`config.mk`:
```
export PLATFORM = sky130hd
export DESIGN_NAME = ripple_count_sampler
export DESIGN_NICKNAME = d
export VERILOG_FILES = /design/src/rtl/ripple_count_sampler.sv
export SDC_FILE = /design/constraint.sdc
export NUM_CORES = 1
export LEC_CHECK = 0
export CORE_AREA = 2 2 70 72
export CTS_BUF_LIST = sky130_fd_sc_hd__clkbuf_4
export DETAILED_ROUTE_END_ITERATION = 6
export DIE_AREA = 0 0 72 74
export PLACE_DENSITY = 0.75
export SKIP_CTS_REPAIR_TIMING = 1
export SKIP_LAST_GASP = 1
export SYNTH_ARGS = -nofsm -noshare
export SYNTH_HDL_FRONTEND = slang
export SYNTH_SLANG_ARGS = --single-unit
```
`constraint.sdc`:
```
create_clock -name clk -period 3.5 [get_ports clk]
set_clock_uncertainty 0.15 [all_clocks]
set_input_delay 0.525 -clock clk [delete_from_list [all_inputs] [get_ports clk]]
set_output_delay 0.525 -clock clk [all_outputs]
set_load 0.1 [all_outputs]
```
`src/rtl/ripple_count_sampler.sv`:
```
// ripple_count_sampler: synchronizes and debounces a ripple-counter output, turning each accepted
// count change into a modulo delta. Define RCS_STEP_CHECK_EN to flag and drop oversized steps.
module ripple_count_sampler #(
  parameter int CNT_W         = 3,
  parameter int ACC_W         = 16,
  parameter int STABLE_CYCLES = 2
) (
  input  logic             clk,
  input  logic             rst_n,
  input  logic [CNT_W-1:0] cnt_in,
  input  logic             clear,
  output logic [CNT_W:0]   delta,
  output logic             delta_valid,
  input  logic             delta_ready,
  output logic [ACC_W-1:0] total,
  output logic             src_wrap,
  output logic             overflow,
  output logic             step_err
);

  typedef enum logic {TRACK, LOCKED} FilterState;

  localparam logic [3:0]     STAB_LAST = 4'(STABLE_CYCLES - 1);
  localparam logic [3:0]     STAB_MAX  = 4'(STABLE_CYCLES);
  localparam logic [CNT_W:0] DELTA_MAX = '1;

  logic [CNT_W-1:0] r_s1;
  logic [CNT_W-1:0] r_s2;
  logic [CNT_W-1:0] r_cand;
  logic [3:0]       r_stab;
  FilterState       r_state;
  logic             r_accPulse;
  logic [CNT_W-1:0] r_accVal;
  logic [CNT_W-1:0] r_lastAcc;
  logic [CNT_W:0]   r_delta;
  logic             r_deltaValid;
  logic [ACC_W-1:0] r_total;
  logic             r_srcWrap;
  logic             r_overflow;

  logic [CNT_W-1:0] w_d;
  logic             w_stepBad;
  logic             w_use;
  logic             w_handshake;
  logic [CNT_W+1:0] w_sum;

  always_ff @(posedge clk or negedge rst_n) begin
    if (!rst_n) begin
      r_s1 <= '0;
      r_s2 <= '0;
    end else begin
      r_s1 <= cnt_in;
      r_s2 <= r_s1;
    end
  end

  // Accepts are registered here, so the delta/total stage sees them one edge later.
  always_ff @(posedge clk or negedge rst_n) begin
    if (!rst_n) begin
      r_state    <= TRACK;
      r_cand     <= '0;
      r_stab     <= '0;
      r_accPulse <= 1'b0;
      r_accVal   <= '0;
    end else begin
      r_accPulse <= 1'b0;
      case (r_state)
        TRACK: begin
          if (r_s2 != r_cand) begin
            r_cand <= r_s2;
            r_stab <= 4'd1;
          end else begin
            if (r_stab < STAB_MAX) r_stab <= r_stab + 4'd1;
            if (r_stab >= STAB_LAST) begin
              r_accPulse <= 1'b1;
              r_accVal   <= r_cand;
              r_state    <= LOCKED;
            end
          end
        end
        LOCKED: begin
          if (r_s2 != r_cand) begin
            r_cand  <= r_s2;
            r_stab  <= 4'd1;
            r_state <= TRACK;
          end
        end
        default: r_state <= TRACK;
      endcase
    end
  end

  assign w_d = r_accVal - r_lastAcc;

`ifdef RCS_STEP_CHECK_EN
  localparam logic [CNT_W-1:0] STEP_LIMIT = CNT_W'(1 << (CNT_W - 1));
  logic r_stepErr;

  assign w_stepBad = r_accPulse && (w_d > STEP_LIMIT);

  always_ff @(posedge clk or negedge rst_n) begin
    if (!rst_n)         r_stepErr <= 1'b0;
    else if (clear)     r_stepErr <= 1'b0;
    else if (w_stepBad) r_stepErr <= 1'b1;
  end

  assign step_err = r_stepErr;
`else
  assign w_stepBad = 1'b0;
  assign step_err  = 1'b0;
`endif

  assign w_use       = r_accPulse && (w_d != '0) && !w_stepBad;
  assign w_handshake = r_deltaValid && delta_ready;
  assign w_sum       = {1'b0, r_delta} + {2'b00, w_d};

  // Reaching the all-ones pending value counts as saturation and sets overflow.
  always_ff @(posedge clk or negedge rst_n) begin
    if (!rst_n) begin
      r_lastAcc    <= '0;
      r_delta      <= '0;
      r_deltaValid <= 1'b0;
      r_total      <= '0;
      r_srcWrap    <= 1'b0;
      r_overflow   <= 1'b0;
    end else begin
      r_srcWrap <= 1'b0;
      if (r_accPulse) r_lastAcc <= r_accVal;
      if (clear) begin
        r_total      <= '0;
        r_delta      <= '0;
        r_deltaValid <= 1'b0;
        r_overflow   <= 1'b0;
      end else begin
        if (r_accPulse && (r_accVal < r_lastAcc)) r_srcWrap <= 1'b1;
        if (w_use) r_total <= r_total + ACC_W'(w_d);
        if (w_use && w_handshake) begin
          r_delta      <= {1'b0, w_d};
          r_deltaValid <= 1'b1;
        end else if (w_use) begin
          if (w_sum >= {1'b0, DELTA_MAX}) begin
            r_delta    <= DELTA_MAX;
            r_overflow <= 1'b1;
          end else begin
            r_delta <= w_sum[CNT_W:0];
          end
          r_deltaValid <= 1'b1;
        end else if (w_handshake) begin
          r_delta      <= '0;
          r_deltaValid <= 1'b0;
        end
      end
    end
  end

  assign delta       = r_delta;
  assign delta_valid = r_deltaValid;
  assign total       = r_total;
  assign src_wrap    = r_srcWrap;
  assign overflow    = r_overflow;

endmodule

```
# --- Yosys cells after proc, flatten, opt, wreduce, memory -nomap -nowiden ---
# Cells that the tools add are included.
# Widths: inputs -> output; s select.
classes:
  magnitude_cmp: 4
  bitwise: 2
  n_mux: 27
  n_reduce_logical: 11
  multipliers: 0
  n_shift: 0
  n_eq_ne: 4
  div: 0
  n_addsub: 4
op_table:
  columns: ["operator", "n"]
  rows:
  - ["$mux 16", 2]
  - ["$mux 4", 8]
  - ["$add 16x3->16", 1]
  - ["$mux 1", 14]
  - ["$pmux 4 s2", 1]
  - ["$reduce_and 3->1", 2]
  - ["$add 4x3->5", 1]
  - ["$ge 5x4->1 const B", 1]
  - ["$add 4x1->4 const B", 1]
  - ["$ge 4x1->1 const B", 1]
  - ["$logic_and 1x1->1", 4]
  - ["$lt 4x2->1 const B", 1]
  - ["$reduce_bool 2->1", 2]
  - ["$reduce_bool 4->1", 1]
  - ["$lt 3x3->1", 1]
  - ["$mux 3", 1]
  - ["$ne 3x3->1", 1]
  - ["$ne 3x3->1 const B", 1]
  - ["$reduce_bool 3->1", 1]
  - ["$sub 3x3->3", 1]
  - ["$ne 2x1->1 const B", 1]
  - ["$ne 2x2->1 const B", 1]
  - ["$not 1->1", 2]
  - ["$pmux 1 s2", 1]
  - ["$reduce_and 2->1", 1]
totals:
  latch_bits: 0
  mem_count: 0
  ff_bits: 44
  output_inout_bits: 24
  mem_bits_ro: 0
  mem_bits_rw: 0

# --- Longest topological paths before layout ---
depth:
  word_depth: 7
  mapped_depth: 11
  depth_no_buf: 10

# --- Worst setup path before layout ---
# OpenSTA, ideal clock, no wires.
synth_timing:
  kind: "register to register"
  startpoint: "register r_accVal[0]"
  endpoint: "register r_total[13], in the netlist total[13]"
  arrival_time_ns: 2.560
  stages_incl_launch_ff: 12
  setup_slack_ns: 0.712
  t_required_ns: 3.272
  path_cell_list: "dfrtp_1 -> inv_1 -> ha_1 -> inv_1 -> fa_1 -> xor2_2 -> ha_1 -> a21oi_1 -> a21o_1 -> clkbuf_1 -> or4_1 -> a21oi_1"
synth_between:
  elab_chain_len: 4
  elab_cells_between_ends: 7
  classes_between: "add/sub: 2; mux: 2; reduce/logical: 3"
synth_lines:
  columns: ["item", "line", "text"]
  rows:
  - ["start, declared", "33", "logic [CNT_W-1:0] r_accVal;"]
  - ["start signal, assigned", "76", "r_accVal <= r_cand;"]
  - ["$sub 3x3->3 *", "93", "assign w_d = r_accVal - r_lastAcc;"]
  - ["$add 16x3->16 or $reduce_bool 3->1 (tied branches)", "136, 113", null]
  - ["$mux 16 or $logic_and 1x1->1 (tied branches)", "136, 113", null]
  - ["$mux 16 or $reduce_bool 2->1 (tied branches)", null, null]
  - ["end signal, assigned", "136", "if (w_use) r_total <= r_total + ACC_W'(w_d);"]
  - ["end, declared", "37", "logic [ACC_W-1:0] r_total;"]
# Mark *: on every way between the ends. The rest lies on a longest branch, timed or not. The select of a mux whose other input is x is not followed.
# A chain may end at the register's enable or synchronous reset.

# --- Worst setup path after layout ---
layout_timing:
  startpoint: "register r_accVal[0]"
  endpoint: "register r_total[10], in the netlist total[10]"
# The elaborated chain is that of the path after synthesis.

==> flow_metrics.py <==
metrics = {
    "outcome": {
        "run_status": "finished clean",
    },
    "power_and_ir_drop": {
        "post_route_total_power_mw": 1.77,
        "total_leakage_power_nw": 1.09,
        "power.density_cell_area_mw_per_mm2": 656,
        "max-vdd-ir-drop_v": 0.000421,
    },
    "worst_setup_path": {
        "crit_path_start_kind": "flop",
        "critPathArrivalTime_ns": 3.18,
        "classification_of_the_worst_setup_path": "flop to flop",
        "cpPeakStageDelay_ns": 0.61,
        "worst-path-max-fanout": 6,
        "critical_path.most_common_cell": "inv_1",
        "number_of_buffers_and_inverters_on_the_critical_path": 3,
        "cp_slowest_cell": "fa_1",
        "critPathRequiredTime_ns": 3.64,
        "worst-r2r-setup-slack_ns": 0.46,
        "timing.critical_path.to_type": "flop",
        "cp_cell_sequence": "inv_1 -> ha_1 -> inv_1 -> fa_1 -> inv_1 -> fa_1 -> nand2b_1 -> a21oi_1 -> nand4b_1 -> a21oi_1",
        "family_with_the_most_delay_on_the_worst_path": "adder cells",
    },
    "die": {
        "chipWidth_um": 72,
        "floorplan.io_pins": 31,
        "die_area_mm2": 0.00533,
        "core_area_mm2": 0.00460,
        "num_rows": 25,
        "fp.dieH_um": 74,
        "starting_utilization_of_the_core_area": 0.504,
    },
    "grt": {
        "grt_antenna_before_repair": 0,
        "global_route.usage.total": 0.187,
        "grt_start_max_net_pins": 45,
        "first_pass_grt_wire_length_um": 7700,
        "first_global_vias": 1676,
        "grt_overflow_total": 0,
    },
    "timing": {
        "finalCritPeriodShare": 0.869,
        "hold_ws_ns": 0.135,
        "setup-violations-final": 0,
        "final-max-slew-violation-count": 0,
        "hold_viol_final": 0,
        "totalNegativeSetupSlack_ns": 0,
        "worst_setup_margin_ns": 0.459,
        "achievable-frequency_mhz": 329,
        "finalCriticalPeriod_ns": 3.04,
        "tightest_pin_transition_ns": 0.972,
        "rsz0062_at_grt": "no",
        "timing.max_slew.rel_slack": 0.350,
    },
    "drt": {
        "post_drt_via_cell_ratio": 5.74,
        "routed_wl_um": 4510,
        "drc": 0,
        "dr.first_iter.drc_count": 125,
        "post_detailed_route_wirelength_per_cell_um": 14.7,
        "dr.pass1.iters": 5,
        "antenna_left": 0,
        "routed-via-count": 1757,
    },
    "clock_tree": {
        "cts_tree": "done",
        "cts-htree-levels": 2,
        "clock_sink_count": 44,
        "cts_inserted_buffers": 5,
        "clock-root-buffer": "clkbuf_4",
        "clock_pin_slew_of_the_registers_on_the_worst_case_setup_and_hold_paths_ns": 0.15,
        "clockBufferDepth": 2,
        "worst_skew_pair.late_latency_ns": 0.37,
    },
    "synthesis": {
        "synth_warnings": 0,
        "seq_total_area_yosys": 0.475,
        "number_of_distinct_library_cells_after_synthesis": 48,
        "syn_inst": 226,
        "async_flop_share": 1.00,
        "mappedNetlistNets": 248,
        "post_synth.cell_area_avg_um2": 10.3,
        "synth-seq-cells": 44,
        "syn_area_mm2": 0.00232,
        "yosys_most_used_dff": "dfrtp_1",
        "synth_edf_count": 0,
    },
    "layout": {
        "drive_gt1_frac": 0.0913,
        "finalCoreUtilization": 0.588,
        "finalNonFillerCells": 306,
        "finalInstanceArea_mm2": 0.00271,
        "layout_overhead_on_the_synthesized_area_pct": 16.7,
        "nNetsFinal": 273,
        "antenna_cells": 0,
    },
    "worst_hold_path": {
        "hp-class": "input port to asynchronous set/reset pin",
    },
    "placement": {
        "place.detailed.instances": 298,
        "globalplace.congestion": 0.836,
        "port-buffer-count": 29,
        "dp_hpwl_um": 3190,
        "postPlaceCellArea_mm2": 0.00262,
        "dpl_worst_slack_ns": 0.517,
    },
    "run": {
        "timing.max_cap.violations": 0,
    },
}
-- final timing paths --
kind                       depth (start not counted)   startpoint   endpoint
max in group asynchronous                          1        rst_n  r_stab[1]
min reg2reg                                        0      r_s1[0]    r_s2[0]
max                                               10  r_accVal[0]  total[10]
min                                                1        rst_n   delta[1]
min in group clk                                   0      r_s1[0]    r_s2[0]
max reg2reg                                       10  r_accVal[0]  total[10]
-- area by class of cell --
cell class | instances | area (µm²)
multi-input cells | 153 | 1100
inverters | 17 | 63.8
flip-flops and latches | 44 | 1100
well taps | 54 | 67.6
clock inverters | 3 | 47.5
fillers | 402 | 1890
repair buffers | 30 | 288
clock buffers | 5 | 37.5
-- state kept, by name, indices dropped and copies added (netlist names) --
register	flops
total	16
delta	4
r_stab	4
r_accVal	3
r_cand	3
r_lastAcc	3
r_s1	3
r_s2	3
delta_valid	1
overflow	1
r_accPulse	1
r_state	1
src_wrap	1
-- per-layer routing --
metal  routed length [µm]  track usage  vias to the layer above
met2                 2160        0.307                       38
met5                    0            0                        -
met3                  165       0.0488                       10
li1                     -            -                      857
met1                 2100        0.235                      852
met4                   86       0.0818                        0
-- logic make-up after synthesis --
group | share of synthesized area
AOI/OAI and AO/OA | 0.162
other | 0.00162
muxes | 0.0243
xor gates and xnor gates | 0.0259
adders and majority gates | 0.0907
buffers and inverters | 0.0502
DFF | 0.475
and+or+nand+nor | 0.170
-- placed cells by master (no fill, tap or decap), types with 2 or more instances in the layout --
cell type | Yosys | routed
nor3_1 | 2 | 2
nand2b_1 | 5 | 5
clkdlybuf4s50_1 | 0 | 26
fa_1 | 3 | 3
a21o_1 | 3 | 3
or3_1 | 3 | 3
nor2b_1 | 4 | 4
nor2_1 | 11 | 11
o31ai_1 | 4 | 4
o41ai_1 | 6 | 6
clkinv_4 | 0 | 2
nand4bb_1 | 3 | 3
inv_1 | 17 | 17
nand3_1 | 7 | 7
mux2_2 | 5 | 5
ha_1 | 12 | 12
and4_1 | 2 | 2
nand4b_1 | 2 | 2
a31oi_1 | 2 | 2
xnor2_1 | 4 | 4
or4_1 | 5 | 5
nand2_1 | 14 | 14
nand4_1 | 4 | 4
clkbuf_4 | 0 | 5
dfrtp_1 | 44 | 44
buf_4 | 1 | 3
a21oi_1 | 23 | 23
and2_1 | 2 | 2
o21ai_0 | 7 | 7
-- cells in the mapped netlist, types with 4 or more instances --
cell type	instances	area [µm²]
inv_1	17	63.8
clkbuf_1	8	30.0
ha_1	12	150
nand2_1	14	52.6
nand2b_1	5	31.3
or4_1	5	37.5
dfrtp_1	44	1100
mux2_2	5	56.3
nor2_1	11	41.3
o31ai_1	4	30.0
xnor2_1	4	35.0
nand4_1	4	25.0
o21ai_0	7	35.0
nand3_1	7	35.0
nor2b_1	4	25.0
o41ai_1	6	52.6
a21oi_1	23	115
-- power by group --
part | total (mW) | internal (mW) | switching [mW]
clock network | 0.328 | 0.153 | 0.175
logic | 0.837 | 0.301 | 0.536
registers | 0.610 | 0.564 | 0.0461
total | 1.77 | 1.02 | 0.757
Note: power is estimated with default switching activity, not from simulation.
